[src/rtl/exc_flush_ctrl_pkg.sv]
// exc_pkg: shared ExcCodes, FSM encoding, handler address and Cause bit positions for exc_flush_ctrl
package exc_pkg;
  localparam logic [31:0] HANDLER_ADDR_DEF = 32'h0000_4180;
  localparam int NUM_HWINT = 6;
  localparam logic [4:0] EXC_INT = 5'd0;
  localparam logic [4:0] EXC_ADEL = 5'd4;
  localparam logic [4:0] EXC_ADES = 5'd5;
  localparam logic [4:0] EXC_RI = 5'd10;
  localparam logic [4:0] EXC_OV = 5'd12;
  localparam int CAUSE_BD = 31;
  localparam int CAUSE_IP_LO = 10;
  localparam int CAUSE_EXC_LO = 2;
  typedef enum logic [2:0] {IDLE, EXC_FLUSH, EXC_REDIR, RET_FLUSH, RET_REDIR} state_t;
endpackage

[src/rtl/exc_flush_ctrl_if.sv]
// exc_flush_ctrl_if: MEM-stage exception inputs and pipeline control/CP0 outputs
interface exc_flush_ctrl_if;
  import exc_pkg::*;
  logic m_valid;
  logic m_exc_valid;
  logic [4:0] m_exc_code;
  logic [31:0] m_pc;
  logic m_bd;
  logic m_eret;
  logic [NUM_HWINT-1:0] hwint;
  logic pipe_en;
  logic flush;
  logic redirect;
  logic [31:0] redirect_pc;
  logic [31:0] epc;
  logic [31:0] cause;
  logic exl;
  modport master (
    output m_valid, m_exc_valid, m_exc_code, m_pc, m_bd, m_eret, hwint,
    input pipe_en, flush, redirect, redirect_pc, epc, cause, exl
  );
  modport slave (
    input m_valid, m_exc_valid, m_exc_code, m_pc, m_bd, m_eret, hwint,
    output pipe_en, flush, redirect, redirect_pc, epc, cause, exl
  );
endinterface

[src/rtl/exc_flush_ctrl_cp0_regs.sv]
// cp0_regs: EPC/Cause/EXL storage; Cause.IP sampled only when EXC_FLUSH_CTRL_INT_EN is defined
module cp0_regs
  import exc_pkg::*;
(
  input  logic clk,
  input  logic reset,
  input  logic capture,
  input  logic is_int,
  input  logic clear,
  input  logic [4:0] code,
  input  logic [31:0] pc,
  input  logic bd,
  input  logic [NUM_HWINT-1:0] hwint,
  output logic [31:0] epc,
  output logic [31:0] cause,
  output logic exl
);
  logic bd_r;
  logic [4:0] code_r;
  logic [NUM_HWINT-1:0] ip_r;
`ifndef EXC_FLUSH_CTRL_INT_EN
  logic unused_hwint;
  assign unused_hwint = ^hwint;
`endif
  assign cause = {bd_r, 15'd0, ip_r, 3'd0, code_r, 2'd0};
  // nested exceptions keep the original EPC; eret only drops EXL
  always_ff @(posedge clk) begin
    if (reset) begin
      epc <= '0;
      bd_r <= 1'b0;
      code_r <= '0;
      ip_r <= '0;
      exl <= 1'b0;
    end else begin
`ifdef EXC_FLUSH_CTRL_INT_EN
      ip_r <= hwint;
`else
      ip_r <= '0;
`endif
      if (capture) begin
        bd_r <= bd;
        code_r <= is_int ? EXC_INT : code;
        if (!exl) epc <= bd ? pc - 32'd4 : pc;
        exl <= 1'b1;
      end else if (clear) begin
        exl <= 1'b0;
      end
    end
  end
endmodule

[src/rtl/exc_flush_ctrl.sv]
// exc_flush_ctrl: MEM-stage exception/eret flush-and-redirect sequencer (interrupts with EXC_FLUSH_CTRL_INT_EN)
module exc_flush_ctrl
  import exc_pkg::*;
#(
  parameter logic [31:0] HANDLER_ADDR = HANDLER_ADDR_DEF
) (
  input logic clk,
  input logic reset,
  exc_flush_ctrl_if.slave bus
);
  state_t state, state_n;
  logic take_exc, take_int, take_ret, idle;
  assign idle = state == IDLE;
  assign take_exc = bus.m_valid & bus.m_exc_valid;
`ifdef EXC_FLUSH_CTRL_INT_EN
  assign take_int = bus.m_valid & |bus.hwint & ~bus.exl;
`else
  assign take_int = 1'b0;
`endif
  assign take_ret = bus.m_valid & bus.m_eret & ~bus.m_exc_valid;
  cp0_regs u_cp0 (
    .clk(clk),
    .reset(reset),
    .capture(idle & (take_exc | take_int)),
    .is_int(~take_exc),
    .clear(idle & ~take_exc & ~take_int & take_ret),
    .code(bus.m_exc_code),
    .pc(bus.m_pc),
    .bd(bus.m_bd),
    .hwint(bus.hwint),
    .epc(bus.epc),
    .cause(bus.cause),
    .exl(bus.exl)
  );
  // state register
  always_ff @(posedge clk) begin
    if (reset) state <= IDLE;
    else state <= state_n;
  end
  // next state and per-state pipeline control decode
  always_comb begin
    state_n = IDLE;
    case (state)
      IDLE: state_n = (take_exc | take_int) ? EXC_FLUSH : take_ret ? RET_FLUSH : IDLE;
      EXC_FLUSH: state_n = EXC_REDIR;
      RET_FLUSH: state_n = RET_REDIR;
      default: state_n = IDLE;
    endcase
    bus.pipe_en = idle;
    bus.flush = (state == EXC_FLUSH) | (state == RET_FLUSH);
    bus.redirect = (state == EXC_REDIR) | (state == RET_REDIR);
    bus.redirect_pc = (state == EXC_REDIR) ? HANDLER_ADDR : (state == RET_REDIR) ? bus.epc : 32'd0;
  end
endmodule

[src/flat_wrapper.sv]
// flat-port wrapper written by rule: the top's interface ports become plain ports
module exc_flush_ctrl_flat import exc_pkg::*;
#(
  parameter logic [31:0] HANDLER_ADDR = HANDLER_ADDR_DEF
)
  (clk, reset, bus_m_valid, bus_m_exc_valid, bus_m_exc_code, bus_m_pc, bus_m_bd, bus_m_eret, bus_hwint, bus_pipe_en, bus_flush, bus_redirect, bus_redirect_pc, bus_epc, bus_cause, bus_exl);
  exc_flush_ctrl_if bus_i ();
  input logic clk;
  input logic reset;
  input wire logic [$bits(bus_i.m_valid)-1:0] bus_m_valid;
  input wire logic [$bits(bus_i.m_exc_valid)-1:0] bus_m_exc_valid;
  input wire logic [$bits(bus_i.m_exc_code)-1:0] bus_m_exc_code;
  input wire logic [$bits(bus_i.m_pc)-1:0] bus_m_pc;
  input wire logic [$bits(bus_i.m_bd)-1:0] bus_m_bd;
  input wire logic [$bits(bus_i.m_eret)-1:0] bus_m_eret;
  input wire logic [$bits(bus_i.hwint)-1:0] bus_hwint;
  output wire logic [$bits(bus_i.pipe_en)-1:0] bus_pipe_en;
  output wire logic [$bits(bus_i.flush)-1:0] bus_flush;
  output wire logic [$bits(bus_i.redirect)-1:0] bus_redirect;
  output wire logic [$bits(bus_i.redirect_pc)-1:0] bus_redirect_pc;
  output wire logic [$bits(bus_i.epc)-1:0] bus_epc;
  output wire logic [$bits(bus_i.cause)-1:0] bus_cause;
  output wire logic [$bits(bus_i.exl)-1:0] bus_exl;
  assign bus_i.m_valid = bus_m_valid;
  assign bus_i.m_exc_valid = bus_m_exc_valid;
  assign bus_i.m_exc_code = bus_m_exc_code;
  assign bus_i.m_pc = bus_m_pc;
  assign bus_i.m_bd = bus_m_bd;
  assign bus_i.m_eret = bus_m_eret;
  assign bus_i.hwint = bus_hwint;
  assign bus_pipe_en = bus_i.pipe_en;
  assign bus_flush = bus_i.flush;
  assign bus_redirect = bus_i.redirect;
  assign bus_redirect_pc = bus_i.redirect_pc;
  assign bus_epc = bus_i.epc;
  assign bus_cause = bus_i.cause;
  assign bus_exl = bus_i.exl;
  exc_flush_ctrl #(.HANDLER_ADDR(HANDLER_ADDR)) u_core (.clk(clk), .reset(reset), .bus(bus_i));
endmodule
[config.mk]
export PLATFORM = sky130hd
export DESIGN_NAME = exc_flush_ctrl_flat
export DESIGN_NICKNAME = d
export VERILOG_FILES = /design/src/rtl/exc_flush_ctrl_pkg.sv /design/src/rtl/exc_flush_ctrl_if.sv /design/src/rtl/exc_flush_ctrl_cp0_regs.sv /design/src/rtl/exc_flush_ctrl.sv /design/src/flat_wrapper.sv
export SDC_FILE = /design/constraint.sdc
export NUM_CORES = 1
export LEC_CHECK = 0
export ABC_AREA = 1
export CORE_MARGIN = 4
export CORE_UTILIZATION = 43
export CTS_CLUSTER_SIZE = 10
export DETAILED_ROUTE_END_ITERATION = 6
export GPL_TIMING_DRIVEN = 1
export HOLD_SLACK_MARGIN = 0.05
export PLACE_DENSITY_LB_ADDON = 0.12
export REMOVE_ABC_BUFFERS = 1
export SLEW_MARGIN = 20
export SYNTH_ARGS = -nofsm -noshare
export SYNTH_HDL_FRONTEND = slang
export SYNTH_SLANG_ARGS = --single-unit
[constraint.sdc]
create_clock -name clk -period 4.4 [get_ports clk]
set_clock_uncertainty 0.1 [all_clocks]
set_input_delay 0.88 -clock clk [delete_from_list [all_inputs] [get_ports clk]]
set_output_delay 0.88 -clock clk [all_outputs]
set_load 0.01 [all_outputs]
==> impl_results.html <==
<table>
<tr><th>Metric</th><th>Value</th></tr>
<tr><th colspan="2">Status</th></tr>
<tr><td>Outcome</td><td>completed</td></tr>
<tr><th colspan="2">Pwr</th></tr>
<tr><td>Internal Power</td><td>641 uW</td></tr>
<tr><td>Clock share of power</td><td>28.0%</td></tr>
<tr><td>Net switching power</td><td>292 uW</td></tr>
<tr><td>Fraction of power consumed by combinational cells</td><td>26.3%</td></tr>
<tr><td>Fraction of power spent switching nets</td><td>31.3%</td></tr>
<tr><td>Worst supply voltage drop on vdd</td><td>~0.00014 V</td></tr>
<tr><td>Power share of the sequential group</td><td>roughly 46%</td></tr>
<tr><td>Leakage Power</td><td>between 0.0015 and 0.002 uW</td></tr>
<tr><td>P per Cell Area</td><td>236 mW/mm^2</td></tr>
<tr><th colspan="2">Clocking</th></tr>
<tr><td>Deepest clock path buffer count</td><td>2</td></tr>
<tr><td>Num CTS Buffers</td><td>5</td></tr>
<tr><td>Number of gates resized after CTS</td><td>0</td></tr>
<tr><td>H-tree Lvls</td><td>2</td></tr>
<tr><td>Sink count of the clock tree</td><td>42</td></tr>
<tr><td>Clock slew at reported path FFs</td><td>around 0.09 ns</td></tr>
<tr><td>Number of buffers added to fix hold violations after cts</td><td>0</td></tr>
<tr><td>CTS tree</td><td>yes</td></tr>
<tr><td>Clk Tree Root Cell</td><td>sky130_fd_sc_hd__clkbuf_8</td></tr>
<tr><td>Buffer count from post-CTS setup fixing</td><td>0</td></tr>
<tr><td>Later-pin clock latency in the skew report</td><td>0.30 ns</td></tr>
<tr><th colspan="2">Finish</th></tr>
<tr><td>Layout-stage area growth over the synthesis result</td><td>43.2%</td></tr>
<tr><td>Share of final-layout standard cells stronger than drive strength 1</td><td>4.33%</td></tr>
<tr><td>Antenna diode count</td><td>0</td></tr>
<tr><td>Final Instance Area</td><td>0.00395 sq mm</td></tr>
<tr><td>Final-stage net count</td><td>603</td></tr>
<tr><td>Fillcell total</td><td>555</td></tr>
<tr><th colspan="2">Global routing</th></tr>
<tr><td>Maximum number of pins on one net before global-route repair</td><td>between 40 and 50</td></tr>
<tr><td>Total overflow reported by the global router</td><td>0</td></tr>
<tr><td>Via count of the first global-routing pass</td><td>2777</td></tr>
<tr><td>Global Route Usage Sum</td><td>roughly a fifth</td></tr>
<tr><td>Initial antenna violation count</td><td>0</td></tr>
<tr><td>First-pass GRT wire length</td><td>12.8 mm</td></tr>
<tr><th colspan="2">Timing</th></tr>
<tr><td>Final Hold Violating Endpoints</td><td>0</td></tr>
<tr><td>Period utilisation layout</td><td>75.8%</td></tr>
<tr><td>RSZ-0062 raised after global routing</td><td>no</td></tr>
<tr><td>Summed negative setup slack over all endpoints</td><td>0 ns</td></tr>
<tr><td>Setup-failing EPs final</td><td>0</td></tr>
<tr><td>Slew @ Worst Pin</td><td>0.801 ns</td></tr>
<tr><td>Tightest slew margin relative to the limit</td><td>between 40% and 50%</td></tr>
<tr><td>Final number of max-transition violations</td><td>0</td></tr>
<tr><td>Crit path time final</td><td>~3.3 ns</td></tr>
<tr><td>Max Clock Freq</td><td>300 MHz</td></tr>
<tr><td>Worst Slack Setup Final</td><td>approximately 1.1 ns</td></tr>
<tr><td>Worst hold margin</td><td>0.373 ns</td></tr>
<tr><th colspan="2">Logic synthesis</th></tr>
<tr><td>FF+latch count, synth</td><td>42</td></tr>
<tr><td>Ys async rst share</td><td>0%</td></tr>
<tr><td>Mean instance size in the synthesized netlist</td><td>6.25 sq um</td></tr>
<tr><td>Flip-flop cell with the highest count after synthesis</td><td>sky130_fd_sc_hd__dfxtp_1</td></tr>
<tr><td>Seq/Total Area, Yosys</td><td>30.4%</td></tr>
<tr><td>Number of enable flip-flop cells after synthesis</td><td>0</td></tr>
<tr><td>Synth Warn #</td><td>0</td></tr>
<tr><td>Count of unique library cells instantiated by Yosys</td><td>30</td></tr>
<tr><td>Cell area after synthesis</td><td>0.00276 sq mm</td></tr>
<tr><td>Cell count after synthesis</td><td>442</td></tr>
<tr><th colspan="2">Routing</th></tr>
<tr><td>Vias per inst</td><td>4.64</td></tr>
<tr><td>Remaining antenna violation count after routing</td><td>0</td></tr>
<tr><td>Detailed-route wire length per cell</td><td>12.5 um</td></tr>
<tr><td>DRC violations left</td><td>0</td></tr>
<tr><td>Total detailed-routing wirelength</td><td>7.84 mm</td></tr>
<tr><td>Initial detailed-routing violation count</td><td>120</td></tr>
<tr><td>DRT Pass-1 Iters</td><td>4</td></tr>
<tr><td>Via Count</td><td>2916</td></tr>
<tr><th colspan="2">Worst setup path</th></tr>
<tr><td>Slowest CP cell</td><td>sky130_fd_sc_hd__clkdlybuf4s50_1</td></tr>
<tr><td>Count of cells along the worst register-to-register path</td><td>9</td></tr>
<tr><td>Critical setup path kind</td><td>reg -&gt; out</td></tr>
<tr><td>First element of the critical path</td><td>u_core.state[2]$_SDFF_PP0_</td></tr>
<tr><td>Endpoint of the most critical register-to-register path</td><td>u_core.u_cp0.epc[14]$_SDFFE_PP0P_</td></tr>
<tr><td>Worst setup path endpoint</td><td>bus_redirect_pc[14]</td></tr>
<tr><td>CP endpoint kind</td><td>output port</td></tr>
<tr><td>Data arrival time at the worst-slack endpoint</td><td>2.36 ns</td></tr>
<tr><td>Startpoint type of the worst setup path</td><td>flip-flop</td></tr>
<tr><td>Flop2flop setup slack</td><td>2.39 ns</td></tr>
<tr><td>Cell breakdown of the critical path</td><td>nand3_1 &gt; buf_4 &gt; o21ai_0 &gt; clkdlybuf4s50_1</td></tr>
<tr><td>Critical path's largest stage delay</td><td>between 0.5 and 0.6 ns</td></tr>
<tr><td>Required @ worst endpoint</td><td>approximately 3.4 ns</td></tr>
<tr><td>Worst path top cell family by delay</td><td>buffers and inverters</td></tr>
<tr><td>Crit-path max FO</td><td>18</td></tr>
<tr><td>Stages on the worst setup path</td><td>4</td></tr>
<tr><td>Worst R2R Start</td><td>u_core.state[2]$_SDFF_PP0_</td></tr>
<tr><td>WP buf/inv</td><td>2</td></tr>
<tr><th colspan="2">Placement</th></tr>
<tr><td>RePlAce Congestion</td><td>0.903</td></tr>
<tr><td>Port-buffer cells</td><td>~120</td></tr>
<tr><td>Post-DP HPWL</td><td>6.18 mm</td></tr>
<tr><td>Worst slack after detailed placement</td><td>1.35 ns</td></tr>
<tr><td>Area post-placement</td><td>0.00386 sq mm</td></tr>
<tr><th colspan="2">Die</th></tr>
<tr><td>Initial cell density of the core</td><td>45.6%</td></tr>
<tr><td>Number of placed I/O pins</td><td>roughly 150</td></tr>
<tr><td>DIE WIDTH</td><td>88.1 um</td></tr>
<tr><td>Vertical die dimension</td><td>88.1 um</td></tr>
<tr><td>Cell Rows</td><td>28</td></tr>
<tr><td>CORE AREA</td><td>approximately 0.0061 sq mm</td></tr>
<tr><td>Total Die Area</td><td>0.00777 sq mm</td></tr>
<tr><th colspan="2">Hold path</th></tr>
<tr><td>Hold Crit Class</td><td>reg -&gt; reg</td></tr>
<tr><td>Hold wc startpoint</td><td>u_core.u_cp0.epc[0]$_SDFFE_PP0P_</td></tr>
<tr><th colspan="2">Flow run</th></tr>
<tr><td>Max-Cap Viols</td><td>0</td></tr>
</table>
[flip-flops by register name, summed over array words and instances (netlist names)]
signal	flops
u_core.state	3
u_core.u_cp0.bd_r	1
u_core.u_cp0.exl	1
u_core.u_cp0.epc	32
u_core.u_cp0.code_r	5
[worst min-delay path by stage]
stage | endpoint | slack [ns] | depth (start not counted)
after CTS | u_core.u_cp0.epc[0]$_SDFFE_PP0P_ | 0.38 | 2
after detailed placement | u_core.u_cp0.epc[0]$_SDFFE_PP0P_ | 0.36 | 2
after global placement | u_core.u_cp0.epc[0]$_SDFFE_PP0P_ | 0.35 | 2
final | u_core.u_cp0.epc[0]$_SDFFE_PP0P_ | 0.37 | 2
after global routing | u_core.u_cp0.epc[2]$_SDFFE_PP0P_ | 0.41 | 2
after floorplan | u_core.state[1]$_SDFF_PP0_ | 0.35 | 1
[layer usage]
| layer | up-vias | share of wire (%) | global-route usage, % |
|---|---|---|---|
| li1 | 1544 | - | - |
| met1 | 1257 | 45 | 25.1 |
| met2 | 107 | 46 | 36.6 |
| met3 | 8 | 8.1 | 5.08 |
| met4 | 0 | 1.1 | 4.67 |
| met5 | - | 0 | 0 |
[metrics by stage]
step                      total power, uW  util (%)  cells
after floorplan                       545         -    429
after global placement                676      63.7    621
after detailed placement              681      63.7    621
after CTS                             941      65.2    629
after global routing                  990      65.2    629
final                                 933      65.2    629
[cell usage in the layout, fill, tap and decap left out, types with 2 or more instances in the layout]
cell and count:
sky130_fd_sc_hd__clkdlybuf4s50_1 116, sky130_fd_sc_hd__nor2_1 92, sky130_fd_sc_hd__inv_1 73, sky130_fd_sc_hd__nand2_1 59
sky130_fd_sc_hd__dfxtp_1 42, sky130_fd_sc_hd__o21ai_0 38, sky130_fd_sc_hd__a21oi_1 29, sky130_fd_sc_hd__conb_1 26
sky130_fd_sc_hd__nand3_1 18, sky130_fd_sc_hd__nand4_1 11, sky130_fd_sc_hd__xor2_1 10, sky130_fd_sc_hd__inv_2 5
sky130_fd_sc_hd__clkbuf_8 5, sky130_fd_sc_hd__nand3b_1 4, sky130_fd_sc_hd__a21oi_2 4, sky130_fd_sc_hd__nor2_2 3
sky130_fd_sc_hd__xnor2_1 3, sky130_fd_sc_hd__o21ai_1 3, sky130_fd_sc_hd__clkinvlp_4 2
[worst min-delay path: stages, from the launching register on]
cell and delay, ns:
sky130_fd_sc_hd__dfxtp_1 0.32, sky130_fd_sc_hd__inv_1 0.06, sky130_fd_sc_hd__a21oi_1 0.05
[Yosys cell counts, types with 5 or more instances]
cell	number	area (sq um)
sky130_fd_sc_hd__a21oi_1	29	145
sky130_fd_sc_hd__buf_4	27	203
sky130_fd_sc_hd__clkbuf_1	5	18.8
sky130_fd_sc_hd__dfxtp_1	42	841
sky130_fd_sc_hd__inv_1	73	274
sky130_fd_sc_hd__inv_2	5	18.8
sky130_fd_sc_hd__nand2_1	59	221
sky130_fd_sc_hd__nand3_1	18	90.1
sky130_fd_sc_hd__nand4_1	11	68.8
sky130_fd_sc_hd__nor2_1	92	345
sky130_fd_sc_hd__o21ai_0	38	190
sky130_fd_sc_hd__xor2_1	10	87.6
[logic make-up (layout without fill, tap and decap cells)]
kind of cell / count (synthesis) / after routing / share of synthesized area, %
AO/OA/AOI/OAI: 77 / 77 / 14.8
XOR/XNOR: 13 / 13 / 4.12
adder cells (fa/ha/maj): 1 / 1 / 0.453
buffers and inverters: 116 / 203 / 19.9
flip-flops: 42 / 42 / 30.4
other: 1 / 26 / 0.136
AND/OR/NAND/NOR: 192 / 192 / 30.2
[final cells by class]
cell class / instances / area (sq um) / area share, %
multi-input combinational: 309 / 1470 / 37.1
clock buffer: 5 / 68.8 / 1.74
inverter: 78 / 293 / 7.41
timing repair buffer: 117 / 1170 / 29.6
tap: 75 / 93.8 / 2.37
clock inverter: 3 / 23.8 / 0.601
sequential: 42 / 841 / 21.3
[power groups by stage]
stage / clock network (uW) / logic, uW / registers, uW
after floorplan: 0 / 97.9 / 447
after global placement: 0 / 242 / 434
after detailed placement: 0 / 246 / 435
after CTS: 268 / 247 / 426
after global routing: 286 / 273 / 430
final: 262 / 245 / 426
(Power assumes the default switching activity.)
